[config.mk]
export PLATFORM = sky130hd
export DESIGN_NAME = baud_rate_gen
export DESIGN_NICKNAME = d
export VERILOG_FILES = /design/src/rtl/uart_pkg.sv /design/src/rtl/baud_os_counter.sv /design/src/rtl/baud_rate_gen.sv
export SDC_FILE = /design/constraint.sdc
export NUM_CORES = 1
export LEC_CHECK = 0
export CORE_AREA = 2 2 102 104
export DETAILED_ROUTE_END_ITERATION = 8
export DIE_AREA = 0 0 104 106
export GPL_TIMING_DRIVEN = 0
export PLACE_DENSITY_LB_ADDON = 0.05
export SLEW_MARGIN = 20
export SYNTH_ARGS = -nofsm -noshare
export SYNTH_HDL_FRONTEND = slang
export SYNTH_HIERARCHICAL = 1
export SYNTH_SLANG_ARGS = --single-unit
[constraint.sdc]
create_clock -name clk_i -period 3.8 [get_ports clk_i]
set_clock_uncertainty 0.05 [all_clocks]
set_input_delay 0.38 -clock clk_i [delete_from_list [all_inputs] [get_ports clk_i]]
set_output_delay 0.38 -clock clk_i [all_outputs]
set_load 0.02 [all_outputs]
[src/rtl/uart_pkg.sv]
// Shared UART constants: default divisor/fraction, oversample ratio and divisor limit.
package uart_pkg;

    localparam int unsigned DEFAULT_DIV  = 651;
    localparam int unsigned DEFAULT_FRAC = 0;
    localparam int unsigned OS           = 16;
    localparam int unsigned FRAC_BITS    = 4;
    localparam int unsigned MIN_DIV      = 2;

    function automatic logic div_in_range(input int unsigned div);
        return div >= MIN_DIV;
    endfunction

endpackage

[src/rtl/baud_os_counter.sv]
// Oversample phase counter: counts oversample wraps and decodes the mid-bit and bit ticks.
module baud_os_counter #(
    parameter int unsigned OS = uart_pkg::OS
) (
    input  logic clk,
    input  logic reset,
    input  logic wrap,
    input  logic sync,
    output logic tick_mid,
    output logic tick
);
    import uart_pkg::*;

    localparam int unsigned W = $clog2(OS);
    localparam logic [W-1:0] LAST     = W'(OS - 1);
    localparam logic [W-1:0] MID_PREV = W'(OS / 2 - 1);

    logic [W-1:0] os_cnt;

    always_ff @(posedge clk) begin
        if (reset || sync) begin
            os_cnt   <= '0;
            tick_mid <= 1'b0;
            tick     <= 1'b0;
        end else begin
            tick_mid <= wrap && (os_cnt == MID_PREV);
            tick     <= wrap && (os_cnt == LAST);
            if (wrap) begin
                os_cnt <= (os_cnt == LAST) ? '0 : os_cnt + 1'b1;
            end
        end
    end

endmodule

[src/rtl/baud_rate_gen.sv]
// Programmable UART baud tick generator with shadowed divisor writes and phase resync.
// Define BAUD_FRAC_EN to enable the fractional divisor accumulator.
module baud_rate_gen #(
    parameter int unsigned N            = 16,
    parameter int unsigned FRAC_BITS    = uart_pkg::FRAC_BITS,
    parameter int unsigned OS           = uart_pkg::OS,
    parameter int unsigned DEFAULT_DIV  = uart_pkg::DEFAULT_DIV,
    parameter int unsigned DEFAULT_FRAC = uart_pkg::DEFAULT_FRAC
) (
    input  logic                 clk_i,
    input  logic                 reset_i,
    input  logic                 enable_i,
    input  logic                 div_wr_i,
    input  logic [N-1:0]         div_i,
    input  logic [FRAC_BITS-1:0] frac_i,
    input  logic                 sync_i,
    output logic                 div_err_o,
    output logic                 tick_os_o,
    output logic                 tick_mid_o,
    output logic                 tick_o,
    output logic [N-1:0]         count_o
);
    import uart_pkg::*;

    logic [N-1:0] div_q;
    logic [N-1:0] shadow_div;
    logic [N-1:0] next_div;
    logic [N-1:0] count;
    logic [N:0]   d_eff;
    logic         pending;
    logic         next_pending;
    logic         extra;
    logic         wr_ok;
    logic         wr_bad;
    logic         at_end;
    logic         wrap;
    logic         apply_now;
    logic         tick_os;
    logic         div_err;

    // A write landing on the wrap cycle (or with enable low / sync high) is applied
    // straight away, so the shadow is bypassed combinationally.
    always_comb begin
        wr_ok        = div_wr_i && div_in_range(32'(div_i));
        wr_bad       = div_wr_i && !wr_ok;
        next_div     = wr_ok ? div_i : shadow_div;
        next_pending = pending || wr_ok;
        d_eff        = {1'b0, div_q} + {{N{1'b0}}, extra};
        at_end       = ({1'b0, count} >= (d_eff - 1'b1));
        wrap         = enable_i && !sync_i && at_end;
        apply_now    = next_pending && (!enable_i || sync_i || wrap);
    end

    always_ff @(posedge clk_i) begin
        if (reset_i) begin
            div_q      <= N'(DEFAULT_DIV);
            shadow_div <= N'(DEFAULT_DIV);
            pending    <= 1'b0;
            count      <= '0;
            tick_os    <= 1'b0;
            div_err    <= 1'b0;
        end else begin
            div_err <= wr_bad;
            tick_os <= wrap;
            if (wr_ok) begin
                shadow_div <= div_i;
            end
            if (apply_now) begin
                div_q   <= next_div;
                pending <= 1'b0;
            end else if (wr_ok) begin
                pending <= 1'b1;
            end
            if (sync_i) begin
                count <= '0;
            end else if (enable_i) begin
                count <= at_end ? '0 : count + 1'b1;
            end else if (apply_now && (count >= next_div)) begin
                count <= '0;
            end
        end
    end

`ifdef BAUD_FRAC_EN
    logic [FRAC_BITS-1:0] frac_q;
    logic [FRAC_BITS-1:0] shadow_frac;
    logic [FRAC_BITS-1:0] next_frac;
    logic [FRAC_BITS-1:0] frac_acc;
    logic [FRAC_BITS:0]   frac_sum;

    always_comb begin
        frac_sum  = {1'b0, frac_acc} + {1'b0, frac_q};
        next_frac = wr_ok ? frac_i : shadow_frac;
    end

    // The carry out of this wrap lengthens the following period by one cycle.
    always_ff @(posedge clk_i) begin
        if (reset_i) begin
            frac_q      <= FRAC_BITS'(DEFAULT_FRAC);
            shadow_frac <= FRAC_BITS'(DEFAULT_FRAC);
            frac_acc    <= '0;
            extra       <= 1'b0;
        end else begin
            if (wr_ok) begin
                shadow_frac <= frac_i;
            end
            if (apply_now) begin
                frac_q <= next_frac;
            end
            if (sync_i) begin
                frac_acc <= '0;
                extra    <= 1'b0;
            end else if (wrap) begin
                frac_acc <= frac_sum[FRAC_BITS-1:0];
                extra    <= frac_sum[FRAC_BITS];
            end
        end
    end
`else
    logic unused_frac;

    assign extra       = 1'b0;
    assign unused_frac = ^{frac_i, FRAC_BITS'(DEFAULT_FRAC)};
`endif

    baud_os_counter #(
        .OS(OS)
    ) u_os_counter (
        .clk      (clk_i),
        .reset    (reset_i),
        .wrap     (wrap),
        .sync     (sync_i),
        .tick_mid (tick_mid_o),
        .tick     (tick_o)
    );

    assign tick_os_o = tick_os;
    assign div_err_o = div_err;
    assign count_o   = count;

endmodule

==> impl_results.md <==
* PnR Total Power at 1.42 mW
* Fillers at 999
* CP required at 3.99 ns
* Clock power share at 40.5%
* Synth Warn # at 6
* Via/cell ratio at 5.10
* Post-synth top area share at 32.0%
* Layout area overhead at 27.4%
* CTS root buf: clkbuf_8
* Logic pwr share at 14.1%
* Synth area leaders: dfxtp_1 32%, ha_1 13%, mux2i_1 4.8%
* Setup crit start kind: flip-flop
* Post-synthesis net count at 440
* Chip width at 104 um
* Post-synth top cells: 57 x dfxtp_1, 36 x ha_1, 31 x nor2_1
* Fin. Hold Viols at 0
* Synth area leader: dfxtp_1
* Routed via count at 2987
* Post-Synthesis Cell Area at 0.00356 mm2
* H-tree Lvls at 3
* Die Area at 0.0110 mm2
* Distinct cell type count after synthesis at 55
* Clk Latency, worst-skew pair at 0.35 ns
* Per-cell routed wire length at 16.1 um
* Total GRT Usage at 17.8%
* I/O Buffers at 40
* Nets at 507
* Initial Utilization at 35.6%
* Final TNS setup at 0 ns
* CTS Buf Count at 9
* CP endpoint kind: flip-flop
* Total gr overflow at 0
* Sw Share at 26.8%
* Outcome: finished, final reports clean
* Final Setup Violations at 0
* Placed insts at 555
* Mapped Cells at 379
* Row cnt at 37
* Hold_buf cts at 0
* Dpl hpwl at 7.33 mm
* Design area at 0.00454 mm2
* DRT Pass-1 Iters at 6
* Remaining DRCs at 0
* Clock-pin slew on the worst setup and hold paths at 0.07 ns
* Worst VDD drop at 0.000320 V
* Critical path data arrival time at 3.90 ns
* Critical path class: reg2reg
* Post-synthesis sequential area ratio at 32.0%
* Max_slew headroom at 63.6%
* Drt initial violations at 90
* Initial antenna violation count at 0
* CTS Buffer Depth at 2
* Final Max Tran Viols at 0
* Share of cells above drive strength 1 at 17.6%
* Total Wirelength at 9.43 mm
* Post-route insts no fill at 586
* Maxcap violations at 0
* Synth Flop Type: dfxtp_1
* Async SR Flop Fraction at 0%
* Core area at 0.0100 mm2
* CTS sink cnt at 57
* Fmax at 0.269 GHz
* Min-Delay Path Class: reg2reg
* Final period utilization at 97.7%
* Leakage power at 1.77 nW
* Switch Pwr at 380 uW
* P_int at 1.04 mW
* Placed Area at 0.00413 mm2
* Top Ports at 45
* Power per cell area at 312 mW/mm2
* Max FO, Critical Path at 9
* Vert. Die Dim at 106 um
* Most numerous cell in the Yosys netlist: dfxtp_1
* Slew @ Worst Pin at 0.542 ns
* TritonCTS clock tree: built
* Diode count at 0
* #FFs+latches synth at 57
* Post-synth EDFFs at 0
* Multi-input gate area at 0.00231 mm2
* Syn Area/Cell at 9.40 um2
* Register share of total power at 45.4%
* Routability cong. at 0.761
* First-pass GRT wire length at 15.0 mm
* Antenna Nets Post-Route at 0
* Fin crit period at 3.71 ns
* RSZ-0062 raised after global routing: yes
* Reg area at 0.00115 mm2
* Vias in the first global route at 2839
* Largest net degree at the start of global routing at 11
[through the flow]
step                      util, %  hold slack, ns  setup WS (ns)
after floorplan                 -           0.375         0.0362
after global placement       41.3           0.411         -0.552
after detailed placement     41.3           0.408         -0.580
after CTS                    43.9           0.425        0.00757
after global routing         45.4           0.447        -0.0678
final                        45.4           0.418         0.0865
[final timing paths]
check / endpoint / from / slack [ns] / depth (start not counted)
worst max-delay path: div_q[8] / div_q[3] / 0.09 / 14
worst max register to register: div_q[8] / div_q[3] / 0.09 / 14
worst min register to register: u_os_counter/tick_mid / u_os_counter/os_cnt[3] / 0.42 / 1
worst min-delay path: u_os_counter/tick_mid / u_os_counter/os_cnt[3] / 0.42 / 1
[per-layer routing]
metal | up-vias | global-route usage, % | wire, um
li1 | 1514 | - | -
met3 | 8 | 4.54 | 320
met5 | - | 0 | 0
met4 | 0 | 5.79 | 87
met1 | 1420 | 23.0 | 4530
met2 | 45 | 29.2 | 4490
[critical path: stages (launching register included)]
cell and delay [ns]:
dfxtp_4 0.36, or4_4 0.54, nor3_4 0.15, nor4b_4 0.31
and4bb_1 0.26, xnor2_1 0.12, ha_1 0.27, and4_1 0.16
a221o_1 0.31, a22oi_2 0.12, a31o_1 0.18, buf_6 0.14
a31oi_4 0.13, buf_12 0.18, mux2_4 0.29
[area by class of cell]
| class | instances | share of cell area (%) |
|---|---|---|
| Multi-Input combinational cell | 287 | 50.9 |
| Sequential cell | 57 | 25.3 |
| Timing Repair Buffer | 56 | 11.5 |
| Tap cell | 136 | 3.75 |
| Clock buffer | 10 | 3.03 |
| Buffer | 11 | 2.18 |
| Inverter | 24 | 1.98 |
| Clock inverter | 5 | 1.24 |
[cells by family (layout without fill, tap and decap cells)]
logic type / count (synthesis) / count (layout) / share of synthesized area [%]
AO/OA/AOI/OAI: 57 / 57 / 12.2
XOR/XNOR: 17 / 17 / 4.18
adder cells (fa/ha/maj): 36 / 36 / 12.6
buffers and inverters: 35 / 106 / 4.25
flip-flops: 57 / 57 / 32.0
multiplexers: 33 / 33 / 10.7
AND/OR/NAND/NOR: 144 / 144 / 24.1
[state kept, by name (all words and copies together) (netlist names)]
register	count
count_o	16
div_q	16
shadow_div	16
u_os_counter/os_cnt	4
div_err_o	1
pending	1
tick_os_o	1
u_os_counter/tick	1
u_os_counter/tick_mid	1
[cells in the final DEF, fill, tap and decap left out, drive strengths merged, types with 10 or more instances in the layout]
master,count
buf,21
clkbuf,16
clkdlybuf4s50,40
dfxtp,57
ha,36
inv,24
mux2,16
mux2i,17
nand2,21
nand3,16
nand4,12
nor2,32
nor2b,12
nor3,16
nor4,11
o21ai,13
o221ai,10
[power by group through the flow]
stage | combinational [mW] | clock [mW] | sequential (mW)
after floorplan | 0.119 | 0 | 0.650
after global placement | 0.182 | 0 | 0.656
after detailed placement | 0.185 | 0 | 0.656
after CTS | 0.190 | 0.584 | 0.644
after global routing | 0.220 | 0.616 | 0.646
final | 0.200 | 0.573 | 0.643
[repair_timing]
| item | in CTS | in global routing |
|---|---|---|
| setup buffers | 3 | 13 |
| pin swaps | 2 | 2 |
| endpoints found under the setup margin | 37 | 36 |
| resized for setup | 10 | 17 |
No activity file was read; power rests on OpenSTA's default activity.
==> edit (config.mk and constraints unchanged) <==
Change the package constant `OS` from 16 to 32.
--- a/src/rtl/uart_pkg.sv
+++ b/src/rtl/uart_pkg.sv
@@ -3,7 +3,7 @@
 
     localparam int unsigned DEFAULT_DIV  = 651;
     localparam int unsigned DEFAULT_FRAC = 0;
-    localparam int unsigned OS           = 16;
+    localparam int unsigned OS           = 32;
     localparam int unsigned FRAC_BITS    = 4;
     localparam int unsigned MIN_DIV      = 2;
 
Behaviour: same outputs for any inputs over 10 cycles, from zero or initial values and one cycle with reset_i high; that may be too few to reach the edited logic, so the function may still have changed.
==> edit against the original RTL <==
  * Die area stayed put
  * First-iteration DRC count is 19% lower
  * Cell count is 2.0% higher
  * Design area is 4.7% higher
  * Worst setup slack worse by 0.059 ns
  * Non-clock buffer count is 9 higher
  * Fmax is 1.6% lower
  * Sequential cell count is 1 higher
  * Synthesized cell count is 1.1% higher
  * Wire length is 4.5% higher
  * Count of clock-buffer cells in the layout is 4 higher
  * Synthesized area is 1.9% higher
  * Power is 5.9% higher
==> edit: results (changes against the original RTL) <==
\begin{tabular}{lr}
\hline
Metric & Value \\
\hline
\multicolumn{2}{l}{\textbf{Logic synthesis}} \\
Adder-Cell Fraction of Synth Area & 12.7\% (was 12.6\%) \\
Sequential cell area fraction in the yosys report & 32.0\% (about the same) \\
Xor and xnor fraction of the mapped netlist area & 4.10\% (was 4.18\%) \\
Synth Area in Compound Gates & 12.3\% (was 12.2\%) \\
Synth unique cells & 57 (was 55) \\
Post-synthesis mux area share & 10.7\% (about the same) \\
Dominant cells by area after synthesis & sky130\_fd\_sc\_hd\_\_dfxtp\_1 32\%, sky130\_fd\_sc\_hd\_\_ha\_1 13\%, sky130\_fd\_sc\_hd\_\_mux2i\_1 5.0\% (was sky130\_fd\_sc\_hd\_\_dfxtp\_1 32\%, sky130\_fd\_sc\_hd\_\_ha\_1 13\%, sky130\_fd\_sc\_hd\_\_mux2i\_1 4.8\%) \\
Most frequent cells after synthesis & 58 x sky130\_fd\_sc\_hd\_\_dfxtp\_1, 37 x sky130\_fd\_sc\_hd\_\_ha\_1, 34 x sky130\_fd\_sc\_hd\_\_nor2\_1, 24 x sky130\_fd\_sc\_hd\_\_inv\_1, 20 x sky130\_fd\_sc\_hd\_\_nand2\_1 (was 57 x sky130\_fd\_sc\_hd\_\_dfxtp\_1, 36 x sky130\_fd\_sc\_hd\_\_ha\_1, 31 x sky130\_fd\_sc\_hd\_\_nor2\_1, 24 x sky130\_fd\_sc\_hd\_\_inv\_1, 21 x sky130\_fd\_sc\_hd\_\_nand2\_1) \\
Synthesized netlist net count & 445 (was 440) \\
\multicolumn{2}{l}{\textbf{Layout}} \\
Final Net Count & 520 (was 507) \\
Share of cells above drive strength 1 & 21.2\% (was 17.6\%) \\
\multicolumn{2}{l}{\textbf{Drt}} \\
Final routed wirelength across all metal layers & 9860 um (was 9430 um) \\
WL per Instance & 16.5 um (was 16.1 um) \\
First-pass iteration count of the detailed router & 4 (was 6) \\
Total number of vias & 3045 (was 2987) \\
Iteration-0 DRC count of the detailed router & 73 (was 90) \\
\multicolumn{2}{l}{\textbf{Power}} \\
Internal power & 1130 uW (was 1040 uW) \\
Maximum ir drop on the vdd rail & 190 uV (was 320 uV) \\
Reported leakage power & 0.00187 uW (was 0.00177 uW) \\
\multicolumn{2}{l}{\textbf{Placement}} \\
Placed Cells incl. Taps & 559 (was 555) \\
Placed wire-length estimate & 7330 um (about the same) \\
Routability congestion estimate & 0.830 (was 0.761) \\
Pre-CTS setup slack & -0.393 ns (was -0.580 ns) \\
Post-Place Cell Area & 4200 sq um (was 4130 sq um) \\
\multicolumn{2}{l}{\textbf{STA}} \\
Worst-margin pin slew & 0.557 ns (was 0.542 ns) \\
\multicolumn{2}{l}{\textbf{Setup path}} \\
Critical path fanouts, max & 5 (was 9) \\
Arr. time, crit path & 3.95 ns (was 3.90 ns) \\
\multicolumn{2}{l}{\textbf{GRT}} \\
Via count of the first global-routing pass & 3051 (was 2839) \\
\multicolumn{2}{l}{\textbf{Outcome}} \\
Run status & finished, final reports clean (unchanged) \\
\hline
\end{tabular}
-- edit: changes by cell type after synthesis, moves of 2 or more --
cell | unedited run | this run
sky130_fd_sc_hd__nor2_1 | 31 | 34
sky130_fd_sc_hd__and3_2 | 0 | 2
sky130_fd_sc_hd__nand3_1 | 16 | 14
sky130_fd_sc_hd__nor3_1 | 15 | 13
-- edit: worst paths after layout --
| check | slack (ns) | end | cells after the start | from |
|---|---|---|---|---|
| max | 0.03 | u_os_counter/os_cnt[2] | 17 | div_q[3] |
| min | 0.47 | shadow_div[7] | 2 | shadow_div[7] |
| max reg2reg | 0.03 | u_os_counter/os_cnt[2] | 17 | div_q[3] |
| min reg2reg | 0.47 | shadow_div[7] | 2 | shadow_div[7] |
-- edit: power by group through the flow --
stage | logic, uW | clock network (uW) | registers [uW]
final | 210 | 637 | 652
after global routing | 230 | 685 | 655
after CTS | 193 | 654 | 654
after detailed placement | 186 | 0 | 666
after global placement | 184 | 0 | 666
after floorplan | 120 | 0 | 661
-- edit: repair_timing --
action / in CTS / in global routing
setup endpoints to repair: 35 / 39
pin swaps: 5 / 12
cloned: 0 / 3
resized for setup: 10 / 32
buffers inserted: 7 / 14
-- edit: final cells by class --
cell class	instances	area (sq um)
Fill cell	986	5250
Multi-Input combinational cell	289	2390
Sequential cell	58	1170
Timing Repair Buffer	64	594
Clock buffer	14	193
Tap cell	136	170
Buffer	12	110
Inverter	24	90.1
Clock inverter	1	30.0
-- edit: kinds of logic (layout without fill, tap and decap cells) --
family          Yosys count  count (layout)
compound gates           58              58
xor+xnor                 17              17
fa+ha+maj                37              37
buf+inv                  36             115
flops                    58              58
mux                      34              34
simple gates            143             143
-- edit: routing by layer --
layer  global-route usage (%)  share of wire, %
met1                     22.6                47
met2                     31.0                48
met5                        0                 0
met4                     6.18               1.5
met3                     4.23               3.1
-- edit: worst min-delay path, stage by stage, from the launching register on --
cell and delay (ns):
sky130_fd_sc_hd__dfxtp_1 0.30, sky130_fd_sc_hd__mux2i_1 0.09, sky130_fd_sc_hd__nand2b_1 0.10
-- edit: metrics by stage --
step | utilization [%] | setup TNS, ns | total power, uW
3_3_place_gp | 42.0 | -7.78 | 850
5_1_grt | 47.5 | -2.01 | 1570
6_report | 47.5 | 0 | 1500
3_5_place_dp | 42.0 | -8.71 | 852
2_1_floorplan | - | 0 | 781
4_1_cts | 45.2 | -0.0395 | 1500
